File: config.mk
export PLATFORM = sky130hd
export DESIGN_NAME = div_ctrl_flat
export DESIGN_NICKNAME = d
export VERILOG_FILES = /design/src/rtl/div_ctrl_if.sv /design/src/rtl/div_ctrl.sv /design/src/flat_wrapper.sv
export SDC_FILE = /design/constraint.sdc
export NUM_CORES = 1
export LEC_CHECK = 0
export ABC_AREA = 1
export BUFFER_PORTS_ARGS = -buffer_cell sky130_fd_sc_hd__buf_4
export CORE_MARGIN = 1.5
export CORE_UTILIZATION = 44
export DETAILED_ROUTE_END_ITERATION = 10
export HOLD_SLACK_MARGIN = 0.15
export PLACE_DENSITY_LB_ADDON = 0.12
export SYNTH_ARGS = -nofsm -noshare
export SYNTH_HDL_FRONTEND = slang
export SYNTH_SLANG_ARGS = --single-unit
File: constraint.sdc
create_clock -name clk -period 1.7 [get_ports clk]
set_clock_uncertainty 0.2 [all_clocks]
set_input_delay 0.17 -clock clk [delete_from_list [all_inputs] [get_ports clk]]
set_output_delay 0.17 -clock clk [all_outputs]
set_load 0.05 [all_outputs]
File: src/rtl/div_ctrl_if.sv
// Divider-side bundle between the EXE-stage divide sequencer and the shared
// iterative divider: operands/mode/control in one direction, busy/result in the other.
interface div_ctrl_if;
  logic        div_start;
  logic        div_clr;
  logic        div_sign;
  logic [31:0] div_a;
  logic [31:0] div_b;
  logic        div_busy;
  logic [63:0] div_result;

  modport master (
    output div_start, div_clr, div_sign, div_a, div_b,
    input  div_busy, div_result
  );

  modport slave (
    input  div_start, div_clr, div_sign, div_a, div_b,
    output div_busy, div_result
  );
endinterface

File: src/rtl/div_ctrl.sv
// EXE-stage sequencer for the shared iterative divider: latches operands, stalls
// the pipeline while the divide runs, then issues a single HI/LO write.
module div_ctrl #(
  parameter int TIMEOUT = 40
) (
  input  logic              clk,
  input  logic              rst_n,
  input  logic              is_div_i,
  input  logic              is_signed_i,
  input  logic [31:0]       op_a_i,
  input  logic [31:0]       op_b_i,
  input  logic              flush_i,
  input  logic              ex_hold_i,
  div_ctrl_if.master        div,
  output logic              stall_req_o,
  output logic              hilo_we_o,
  output logic [31:0]       hi_out_o,
  output logic [31:0]       lo_out_o,
  output logic              timeout_o
);

  localparam int CNT_W = $clog2(TIMEOUT + 1);

  typedef enum logic [1:0] {
    S_IDLE  = 2'd0,
    S_RUN   = 2'd1,
    S_DONE  = 2'd2,
    S_CLEAR = 2'd3
  } state_e;

  state_e             state_q, state_d;
  logic [CNT_W-1:0]   cnt_q, cnt_d;
  logic [31:0]        div_a_q, div_a_d;
  logic [31:0]        div_b_q, div_b_d;
  logic               div_sign_q, div_sign_d;
  logic [31:0]        hi_q, hi_d;
  logic [31:0]        lo_q, lo_d;

  logic               start_c;
  logic               clr_c;
  logic               stall_c;
  logic               we_c;
  logic               timeout_c;

  always_ff @(posedge clk) begin
    if (!rst_n) begin
      state_q    <= S_IDLE;
      cnt_q      <= '0;
      div_a_q    <= '0;
      div_b_q    <= '0;
      div_sign_q <= 1'b0;
      hi_q       <= '0;
      lo_q       <= '0;
    end else begin
      state_q    <= state_d;
      cnt_q      <= cnt_d;
      div_a_q    <= div_a_d;
      div_b_q    <= div_b_d;
      div_sign_q <= div_sign_d;
      hi_q       <= hi_d;
      lo_q       <= lo_d;
    end
  end

  always_comb begin
    state_d    = state_q;
    cnt_d      = cnt_q;
    div_a_d    = div_a_q;
    div_b_d    = div_b_q;
    div_sign_d = div_sign_q;
    hi_d       = hi_q;
    lo_d       = lo_q;
    start_c    = 1'b0;
    clr_c      = 1'b0;
    stall_c    = 1'b0;
    we_c       = 1'b0;
    timeout_c  = 1'b0;

    unique case (state_q)
      S_IDLE: begin
        if (is_div_i && !flush_i) begin
          div_a_d    = op_a_i;
          div_b_d    = op_b_i;
          div_sign_d = is_signed_i;
          cnt_d      = '0;
          stall_c    = 1'b1;
          state_d    = S_RUN;
        end
      end

      S_RUN: begin
        start_c = 1'b1;
        stall_c = 1'b1;
        cnt_d   = cnt_q + CNT_W'(1);
        // Busy drops only once the divider has seen start, so !busy here means done.
        if (flush_i) begin
          start_c = 1'b0;
          clr_c   = 1'b1;
          state_d = S_CLEAR;
        end else if (!div.div_busy) begin
          hi_d    = div.div_result[63:32];
          lo_d    = div.div_result[31:0];
          state_d = S_DONE;
        end else if (cnt_q == CNT_W'(TIMEOUT - 1)) begin
          timeout_c = 1'b1;
          state_d   = S_CLEAR;
        end
      end

      S_DONE: begin
        we_c = !ex_hold_i && !flush_i;
        if (flush_i) begin
          state_d = S_CLEAR;
        end else if (!ex_hold_i) begin
          state_d = S_IDLE;
        end
      end

      S_CLEAR: begin
        // Extra clear cycle so an aborted divide cannot leave the divider mid-sequence.
        clr_c   = 1'b1;
        stall_c = 1'b1;
        state_d = S_IDLE;
      end

      default: state_d = S_IDLE;
    endcase
  end

  assign div.div_start = start_c;
  assign div.div_clr   = clr_c;
  assign div.div_sign  = div_sign_q;
  assign div.div_a     = div_a_q;
  assign div.div_b     = div_b_q;

  assign stall_req_o = stall_c;
  assign hilo_we_o   = we_c;
  assign hi_out_o    = hi_q;
  assign lo_out_o    = lo_q;
  assign timeout_o   = timeout_c;

endmodule
File: src/flat_wrapper.sv
// flat-port wrapper written by rule: the top's interface ports become plain ports
module div_ctrl_flat 
#(
  parameter int TIMEOUT = 40
)
  (clk, rst_n, is_div_i, is_signed_i, op_a_i, op_b_i, flush_i, ex_hold_i, stall_req_o, hilo_we_o, hi_out_o, lo_out_o, timeout_o, div_div_start, div_div_clr, div_div_sign, div_div_a, div_div_b, div_div_busy, div_div_result);
  div_ctrl_if div_i ();
  input  logic clk;
  input  logic rst_n;
  input  logic is_div_i;
  input  logic is_signed_i;
  input  logic [31:0] op_a_i;
  input  logic [31:0] op_b_i;
  input  logic flush_i;
  input  logic ex_hold_i;
  output logic stall_req_o;
  output logic hilo_we_o;
  output logic [31:0] hi_out_o;
  output logic [31:0] lo_out_o;
  output logic timeout_o;
  output wire logic [$bits(div_i.div_start)-1:0] div_div_start;
  output wire logic [$bits(div_i.div_clr)-1:0] div_div_clr;
  output wire logic [$bits(div_i.div_sign)-1:0] div_div_sign;
  output wire logic [$bits(div_i.div_a)-1:0] div_div_a;
  output wire logic [$bits(div_i.div_b)-1:0] div_div_b;
  input wire logic [$bits(div_i.div_busy)-1:0] div_div_busy;
  input wire logic [$bits(div_i.div_result)-1:0] div_div_result;
  assign div_div_start = div_i.div_start;
  assign div_div_clr = div_i.div_clr;
  assign div_div_sign = div_i.div_sign;
  assign div_div_a = div_i.div_a;
  assign div_div_b = div_i.div_b;
  assign div_i.div_busy = div_div_busy;
  assign div_i.div_result = div_div_result;
  div_ctrl #(.TIMEOUT(TIMEOUT)) u_core (.clk(clk), .rst_n(rst_n), .is_div_i(is_div_i), .is_signed_i(is_signed_i), .op_a_i(op_a_i), .op_b_i(op_b_i), .flush_i(flush_i), .ex_hold_i(ex_hold_i), .div(div_i), .stall_req_o(stall_req_o), .hilo_we_o(hilo_we_o), .hi_out_o(hi_out_o), .lo_out_o(lo_out_o), .timeout_o(timeout_o));
endmodule
==> results.sh, run 1 <==
export IMPL_period_needed_ns=1.82
export IMPL_pin_count=269
export IMPL_clockBufferDepth=2
export IMPL_fin_setup_tns_ns=-0.121
export IMPL_synth_net_count=772
export IMPL_std_cell_rows=38
export IMPL_grt_ovfl_total=0
export IMPL_synth_top_area_frac=0.549
export IMPL_die_area_mm2=0.0120
export IMPL_min_period_over_period=1.07
export IMPL_first_pass_iters=5
export IMPL_rsz0062_at_grt="true"
export IMPL_worstMarginPinSlew_ns=0.314
export IMPL_gp_congestion=0.783
export IMPL_hpwl_um=10200
export IMPL_clock_sinks=137
export IMPL_track_usage=0.300
export IMPL_cp_data_arrival_time_ns=1.45
export IMPL_switching_power_mw=3.56
export IMPL_grt_first_pass_wirelength_um=27800
export IMPL_cp_slowest_stage_delay_ns=0.35
export IMPL_synth_top_area_cell="dfxtp_1"
export IMPL_r2r_start="u_core.state_q[1]$_SDFFE_PN0P_"
export IMPL_critical_path_class="reg2out"
export IMPL_p_seq_frac=0.344
export IMPL_reg2reg_depth=7
export IMPL_clkLatencyLatePin_ns=0.41
export IMPL_cts_clk_slew_worst_paths_ns=0.05
export IMPL_pwr_share_clk=0.354
export IMPL_p_leak_nw=4.45
export IMPL_hp_start="u_core.div.div_a[26]$_SDFFE_PN0P_"
export IMPL_final_util=0.854
export IMPL_reg2reg_slack_ns=0.01
export IMPL_yosysWarnings=0
export IMPL_p_per_area_mw_per_mm2=1170
export IMPL_tritoncts="done"
export IMPL_hold_path_end="u_core.div.div_a[26]$_SDFFE_PN0P_"
export IMPL_fmax_mhz=549
export IMPL_drt_wirelength_per_cell_um=16.9
export IMPL_pwr_share_comb=0.301
export IMPL_dp_slack_ns=0.0881
export IMPL_final_common_cell="buf_4"
export IMPL_netlist_instances=636
export IMPL_drv_cap=0
export IMPL_nets=1180
export IMPL_core_mm2=0.0109
export IMPL_cp_max_fo=2
export IMPL_layout_setup_ws_ns=-0.121
export IMPL_violations="negative setup slack"
export IMPL_htree_levels=4
export IMPL_grt_pass1_vias=5893
export IMPL_final_cell_mix="278 x buf_4, 270 x nor2_1, 133 x dlygate4sd3_1, 133 x dfxtp_1, 98 x o21ai_0"
export IMPL_die_h_um=110
export IMPL_yosysSeqAreaShare=0.549
export IMPL_maxSlewHeadroom=0.791
export IMPL_setup_viol_count_final=1
export IMPL_crit_path_start_kind="flop"
export IMPL_fin_area_mm2=0.00934
export IMPL_cts_buffers=17
export IMPL_postPlaceCellArea_mm2=0.00706
export IMPL_drc=0
export IMPL_end_kind="output pin"
export IMPL_power_total_mw=10.9
export IMPL_ys_ff_latch=137
export IMPL_regToRegEndpoint="u_core.div.div_a[11]$_SDFFE_PN0P_"
export IMPL_synth_area_leaders="dfxtp_1 55%, nor2_1 21%, o21ai_0 10%, o21ai_1 3.0%, buf_8 1.8%"
export IMPL_internal_power_mw=7.32
export IMPL_antenna_found_initial=0
export IMPL_die_w_um=110
export IMPL_finalHoldViolations=0
export IMPL_grt_max_degree=60
export IMPL_crit_required_ns=1.33
export IMPL_start_util=0.457
export IMPL_via_per_inst=5.08
export IMPL_whs_path_depth=2
export IMPL_syn_area_per_cell_um2=7.85
export IMPL_cp_slowest_cell="dfxtp_2"
export IMPL_cts_root_buf="clkbuf_16"
export IMPL_wirelength_um=20200
export IMPL_status="finished with violations"
export IMPL_synth_cell_types=26
export IMPL_crit_chain="ha_4 > nand2_4 > nor2_4 > nand2_2 > nor3_2 > buf_6"
export IMPL_drive_gt1_frac=0.334
export IMPL_swShare=0.327
export IMPL_vias=6082
export IMPL_numPortBuffers=268
export IMPL_drt_iter0_markers=489
export IMPL_syn_to_final_growth_pct=87.0
export IMPL_fillCellCount=556
export IMPL_synthesis_area_mm2=0.00499
export IMPL_hold_path_class="reg2reg"
export IMPL_peakVddDrop_mv=0.939
export IMPL_maxSlewViolCount=0
export IMPL_postRouteAntennaNets=0
[repair_timing]
item	CTS	global route
pin swaps	5	5
hold endpoints to repair	137	0
endpoints found under the setup margin	4	136
hold buffers	134	0
resized for setup	12	27
gates cloned	0	5
buffers inserted	4	7
[stage by stage]
stage | hold slack, ns | instances
2_1_floorplan | 0.105 | 636
3_3_place_gp | 0.190 | 1015
3_5_place_dp | 0.198 | 1015
4_1_cts | 0.263 | 1184
5_1_grt | 0.308 | 1196
6_report | 0.282 | 1197
[power groups by stage]
stage | Sequential [mW] | Clock (mW) | Combinational [mW]
after global routing | 3.77 | 4.04 | 3.45
after global placement | 3.76 | 0 | 2.70
after floorplan | 4.81 | 0 | 0.783
final | 3.75 | 3.86 | 3.28
after CTS | 3.72 | 3.89 | 3.03
after detailed placement | 3.78 | 0 | 2.74
[cell type report]
cell class	instances	area [um2]	share of cell area
inverter	10	42.5	0.00455
timing repair buffer	431	3760	0.403
clock buffer	22	474	0.0508
multi-input combinational	447	1980	0.212
clock inverter	9	145	0.0155
antenna	1	2.50	0.000268
sequential	137	2750	0.295
tap	140	175	0.0188
[cell usage after synthesis]
library cell,count
nor2_1,275
buf_6,6
o21ai_2,1
buf_2,9
nor2_4,1
buf_4,1
a21oi_1,5
nand4_1,1
ha_1,1
nand3b_1,1
or2_2,1
buf_12,1
dfxtp_1,137
nand3_4,1
inv_2,3
nand2_1,16
buf_8,6
nor3_1,2
nand2_2,2
inv_1,7
buf_1,1
o21ai_0,103
o21ai_1,30
nor2_2,1
nand3_1,6
clkbuf_1,18
[cell families after synthesis]
| logic type | after synthesis | share of synthesized area |
|---|---|---|
| AOI/OAI and AO/OA | 139 | 0.140 |
| adders and majority gates | 1 | 0.00251 |
| buffers and inverters | 52 | 0.0679 |
| DFF | 137 | 0.549 |
| and+or+nand+nor | 307 | 0.240 |
[per-layer routing]
layer | GRT usage | up-vias | wire length (um)
met5 | 0 | - | 0
met4 | 0.135 | 0 | 656
met3 | 0.0877 | 58 | 1680
met2 | 0.544 | 348 | 10500
met1 | 0.321 | 2812 | 7400
li1 | - | 2864 | -
[worst max-delay path by stage]
stage / startpoint / to
floorplan: u_core.cnt_q[0]$_SDFFE_PN0P_ / timeout_o
global placement: u_core.state_q[1]$_SDFFE_PN0P_ / u_core.hi_out_o[25]$_SDFFE_PN0P_
detailed placement: u_core.state_q[1]$_SDFFE_PN0P_ / u_core.hi_out_o[3]$_SDFFE_PN0P_
CTS: u_core.cnt_q[0]$_SDFFE_PN0P_ / timeout_o
global route: u_core.cnt_q[0]$_SDFFE_PN0P_ / timeout_o
finish: u_core.cnt_q[1]$_SDFFE_PN0P_ / timeout_o
[state kept, by name, summed over array words and instances, names as in the netlist]
signal	flops
u_core.lo_out_o	32
u_core.cnt_q	6
u_core.div.div_b	32
u_core.hi_out_o	32
u_core.div.div_sign	1
u_core.div.div_a	32
u_core.state_q	2
[critical path: cells and delay by family, from the launching register on]
| kind | cells | cell delay [ns] |
|---|---|---|
| flops | 1 | 0.35 |
| fa+ha+maj | 1 | 0.15 |
| buf+inv | 1 | 0.18 |
| simple gates | 4 | 0.36 |
No activity file was read; power rests on OpenSTA's default activity.
==> run 2: changes to the inputs <==
Settings changed: CELL_PAD_IN_SITES_DETAIL_PLACEMENT from default to 0, CELL_PAD_IN_SITES_GLOBAL_PLACEMENT from default to 1, CORE_UTILIZATION 44 to 30.
==> results.sh, run 2 (same netlist as run 1, synthesis figures left out) <==
export IMPL_cp_data_arrival_time_ns=1.43
export IMPL_end_kind="output pin"
export IMPL_cts_root_buf="clkbuf_16"
export IMPL_p_leak_nw=4.39
export IMPL_fin_setup_tns_ns=-0.101
export IMPL_gp_congestion=0.806
export IMPL_period_needed_ns=1.80
export IMPL_postRouteAntennaNets=0
export IMPL_drc=0
export IMPL_final_cell_mix="278 x buf_4, 274 x nor2_1, 134 x dlygate4sd3_1"
export IMPL_antenna_found_initial=0
export IMPL_place_inst=1092
export IMPL_hp_start="flush_i"
export IMPL_p_per_area_mw_per_mm2=1140
export IMPL_hold_path_class="in2reg"
export IMPL_hold_path_end="u_core.state_q[1]$_SDFFE_PN0P_"
export IMPL_grt_ovfl_total=0
export IMPL_r2r_start="u_core.state_q[1]$_SDFFE_PN0P_"
export IMPL_htree_levels=4
export IMPL_fin_cells=1268
export IMPL_grt_pass1_vias=5624
export IMPL_first_pass_iters=4
export IMPL_die_h_um=132
export IMPL_wl_met1_um=6870
export IMPL_final_util=0.580
export IMPL_final_common_cell="buf_4"
export IMPL_vias=5579
export IMPL_grt_max_degree=65
export IMPL_critical_path_class="reg2out"
export IMPL_tritoncts="done"
export IMPL_whs_path_depth=9
export IMPL_peakVddDrop_mv=0.646
export IMPL_postPlaceCellArea_mm2=0.00718
export IMPL_reg2reg_slack_ns=0.05
export IMPL_regToRegEndpoint="u_core.div.div_b[30]$_SDFFE_PN0P_"
export IMPL_power_total_mw=10.6
export IMPL_crit_path_start_kind="flop"
export IMPL_status="finished with violations"
export IMPL_maxSlewHeadroom=0.750
export IMPL_violations="negative setup slack"
export IMPL_drive_gt1_frac=0.330
export IMPL_via_per_inst=4.40
export IMPL_cts_buffers=17
export IMPL_setup_viol_count_final=1
export IMPL_fmax_mhz=555
export IMPL_nets=1175
export IMPL_finalHoldViolations=0
export IMPL_syn_to_final_growth_pct=86.4
export IMPL_cts_clk_slew_worst_paths_ns=0.06
export IMPL_min_period_over_period=1.06
export IMPL_worstMarginPinSlew_ns=0.375
export IMPL_crit_required_ns=1.33
export IMPL_core_mm2=0.0161
export IMPL_drt_wirelength_per_cell_um=13.3
export IMPL_fillCellCount=1415
export IMPL_layout_setup_ws_ns=-0.101
export IMPL_track_usage=0.191
export IMPL_grt_first_pass_wirelength_um=27100
export IMPL_die_w_um=132
export IMPL_pin_count=269
export IMPL_wl_met2_um=8160
export IMPL_fin_area_mm2=0.00931
export IMPL_wl_met3_um=1390
export IMPL_drt_iter0_markers=187
export IMPL_reg2reg_depth=7
export IMPL_hpwl_um=11000
export IMPL_maxUsedRoutingLayer="met4"
export IMPL_clkLatencyLatePin_ns=0.41
export IMPL_numPortBuffers=268
export IMPL_clock_sinks=137
export IMPL_antenna_diode_count=0
export IMPL_cp_max_fo=2
export IMPL_wirelength_um=16800
export IMPL_maxSlewViolCount=0
export IMPL_clockBufferDepth=2
export IMPL_drv_cap=0
export IMPL_std_cell_rows=46
export IMPL_die_area_mm2=0.0174
export IMPL_rsz0062_at_grt="true"
export IMPL_start_util=0.311
==> run 2: cell count changes in the layout (fill, tap and decap cells not counted), sizes merged <==
cell,delta
bufinv,-1
dlygate4sd3,+1
diode,-1
clkbuf,-5
clkinvlp,+3
dlymetal6s4s,-1
buf,-1
==> run 2: routing by layer <==
metal  vias to the layer above  global-route usage
met5                         -                   0
met4                         0              0.0883
met3                        28              0.0684
met2                       206               0.328
met1                      2507               0.212
li1                       2838                   -
==> run 2: final cells by class <==
type,instances,area [um2],share of cell area
Clock buffer,21,470,0.0505
Multi-Input combinational cell,447,1980,0.213
Sequential cell,137,2750,0.295
Inverter,10,37.5,0.00403
Clock inverter,11,145,0.0156
Timing Repair Buffer,426,3650,0.392
Tap cell,216,270,0.0290
==> run 2: worst max-delay path, stage by stage (launching register included) <==
cell     delay [ns]
dfxtp_2        0.35
ha_4           0.15
nand2_4        0.06
nor2_4         0.09
nand2_2        0.08
nor3_4         0.12
buf_6          0.18
==> run 2: worst max-delay path by stage <==
stage,depth (start not counted),slack (ns),endpoint,startpoint
floorplan,5,-0.03,timeout_o,u_core.cnt_q[0]$_SDFFE_PN0P_
global placement,6,0.13,u_core.hi_out_o[31]$_SDFFE_PN0P_,u_core.state_q[1]$_SDFFE_PN0P_
detailed placement,6,0.07,u_core.hi_out_o[0]$_SDFFE_PN0P_,u_core.state_q[1]$_SDFFE_PN0P_
CTS,6,-0.22,timeout_o,u_core.cnt_q[1]$_SDFFE_PN0P_
global route,6,-0.19,timeout_o,u_core.cnt_q[0]$_SDFFE_PN0P_
finish,6,-0.10,timeout_o,u_core.cnt_q[0]$_SDFFE_PN0P_
==> run 2: power by group <==
part / internal, mW / switching (mW)
Sequential: 3.54 / 0.187
Clock: 2.42 / 1.39
Combinational: 1.16 / 1.94
Total: 7.13 / 3.51
==> run 2: per-stage QoR <==
stage               worst slack [ns]  hold slack [ns]
floorplan                    -0.0274            0.105
global placement               0.131            0.191
detailed placement            0.0695            0.198
CTS                           -0.223            0.218
global route                  -0.187            0.253
finish                        -0.101            0.235
==> run 2: what timing repair did <==
action	in CTS	in global routing
resized for setup	16	30
endpoints found under the setup margin	4	15
buffers inserted	9	2
pin swaps	6	5
endpoints found under the hold margin	137	0
hold buffers	134	0
==> run 3: changes to the inputs <==
Settings changed: CORE_UTILIZATION 30 to 27.
Clock period 1.7 ns to 1.64 ns, I/O delays scaled along.
==> results.sh, run 3 (same netlist as run 1, synthesis figures left out) <==
export IMPL_status="finished with violations"
export IMPL_violations="negative setup slack"
export IMPL_layout_setup_ws_ns=-0.192
export IMPL_hpwl_um=11600
export IMPL_fmax_mhz=546
export IMPL_cts_clk_slew_worst_paths_ns=0.06
export IMPL_antenna_found_initial=0
export IMPL_crit_path_start_kind="flop"
export IMPL_grt_first_pass_wirelength_um=28200
export IMPL_maxSlewHeadroom=0.799
export IMPL_crit_required_ns=1.28
export IMPL_drv_cap=0
export IMPL_htree_levels=4
export IMPL_cts_root_buf="clkbuf_16"
export IMPL_timing_hold_ws_ns=0.195
export IMPL_vias=5714
export IMPL_tritoncts="done"
export IMPL_fin_setup_tns_ns=-0.371
export IMPL_reg2reg_slack_ns=0.03
export IMPL_cp_slowest_cell="dfxtp_4"
export IMPL_clockBufferDepth=2
export IMPL_syn_to_final_growth_pct=94.9
export IMPL_peakVddDrop_mv=0.825
export IMPL_maxSlewViolCount=0
export IMPL_core_mm2=0.0180
export IMPL_drt_wirelength_per_cell_um=14.0
export IMPL_period_needed_ns=1.83
export IMPL_cts_buffers=17
export IMPL_drt_iter0_markers=192
export IMPL_cp_data_arrival_time_ns=1.47
export IMPL_first_pass_iters=4
export IMPL_start_util=0.277
export IMPL_cp_slowest_stage_delay_ns=0.36
export IMPL_final_util=0.540
export IMPL_clkLatencyLatePin_ns=0.41
export IMPL_p_per_area_mw_per_mm2=1190
export IMPL_final_cell_mix="282 x buf_4, 269 x nor2_1, 134 x dlygate4sd3_1"
export IMPL_hold_path_class="in2reg"
export IMPL_grt_max_degree=38
export IMPL_end_kind="output pin"
export IMPL_finalHoldViolations=0
export IMPL_die_h_um=139
export IMPL_die_area_mm2=0.0193
export IMPL_drc=0
export IMPL_rsz0062_at_grt="true"
export IMPL_worstMarginPinSlew_ns=0.301
export IMPL_antenna_diode_count=0
export IMPL_postPlaceCellArea_mm2=0.00727
export IMPL_wirelength_um=18200
export IMPL_track_usage=0.179
export IMPL_drive_gt1_frac=0.348
export IMPL_grt_pass1_vias=5716
export IMPL_final_common_cell="buf_4"
export IMPL_grt_ovfl_total=0
export IMPL_pin_count=269
export IMPL_crit_chain="nor2_4 > nand2_2 > buf_4 > nor3_2 > buf_6"
export IMPL_critical_path_class="reg2out"
export IMPL_dp_slack_ns=0.0447
export IMPL_postRouteAntennaNets=0
export IMPL_gp_congestion=0.782
export IMPL_min_period_over_period=1.12
export IMPL_fin_area_mm2=0.00973
export IMPL_die_w_um=139
export IMPL_cp_max_fo=3
export IMPL_numPortBuffers=268
export IMPL_std_cell_rows=49
export IMPL_via_per_inst=4.39
export IMPL_clock_sinks=137
export IMPL_nets=1196
export IMPL_p_leak_nw=4.55
export IMPL_setup_viol_count_final=4
==> run 3: cell count changes in the layout (fill, tap and decap cells not counted), moves of 4 or more <==
cell and change:
clkbuf_16 +6, nor2_2 +5, buf_6 +5, o21ai_0 +5, buf_4 +4, nor2_1 -5
o21ai_1 -7
==> run 3: path summary, 6_finish.rpt <==
check | end | cells after the start | start
min reg2reg | u_core.div.div_b[16]$_SDFFE_PN0P_ | 2 | u_core.div.div_b[16]$_SDFFE_PN0P_
max reg2reg | u_core.hi_out_o[0]$_SDFFE_PN0P_ | 8 | u_core.state_q[1]$_SDFFE_PN0P_
max | timeout_o | 5 | u_core.state_q[1]$_SDFFE_PN0P_
min | u_core.state_q[0]$_SDFFE_PN0P_ | 8 | flush_i
==> run 3: repair_timing <==
item                                   in CTS  in global routing
cloned                                      0                  6
gates resized for setup                    26                 42
hold buffers                              134                  0
setup endpoints to repair                   5                 57
endpoints found under the hold margin     137                  0
pin swaps                                   6                 15
setup buffers                              14                  2
==> run 3: critical path, delay by kind of cell, from the launching register on <==
family | cells | cell delay (ns)
simple gates | 3 | 0.37
flops | 1 | 0.36
buf+inv | 2 | 0.32
==> run 3: where the power goes <==
group          internal, mW  switching, mW  leakage, nW
registers              3.67          0.189         1.12
logic                  1.40           2.10         3.11
clock network          2.78           1.46        0.316
==> run 3: layer usage <==
| metal | part of all wire | vias up | track usage |
|---|---|---|---|
| met5 | 0 | - | 0 |
| met4 | 0.026 | 0 | 0.0779 |
| met3 | 0.070 | 29 | 0.0559 |
| met2 | 0.47 | 219 | 0.299 |
| met1 | 0.43 | 2583 | 0.213 |
| li1 | - | 2883 | - |
==> run 3: cell type report <==
type                    count  area [um2]
fillers                  1654        8290
repair buffers            447        4000
flip-flops and latches    137        2750
multi-input cells         447        2000
clock buffers              20         457
well taps                 229         287
clock inverters            11         194
inverters                  10        45.0
==> run 3: per-stage QoR <==
step	power (mW)	std cells
after floorplan	5.79	636
after global placement	6.79	1115
after detailed placement	6.82	1115
after CTS	11.5	1294
after global routing	12.1	1301
final	11.6	1301
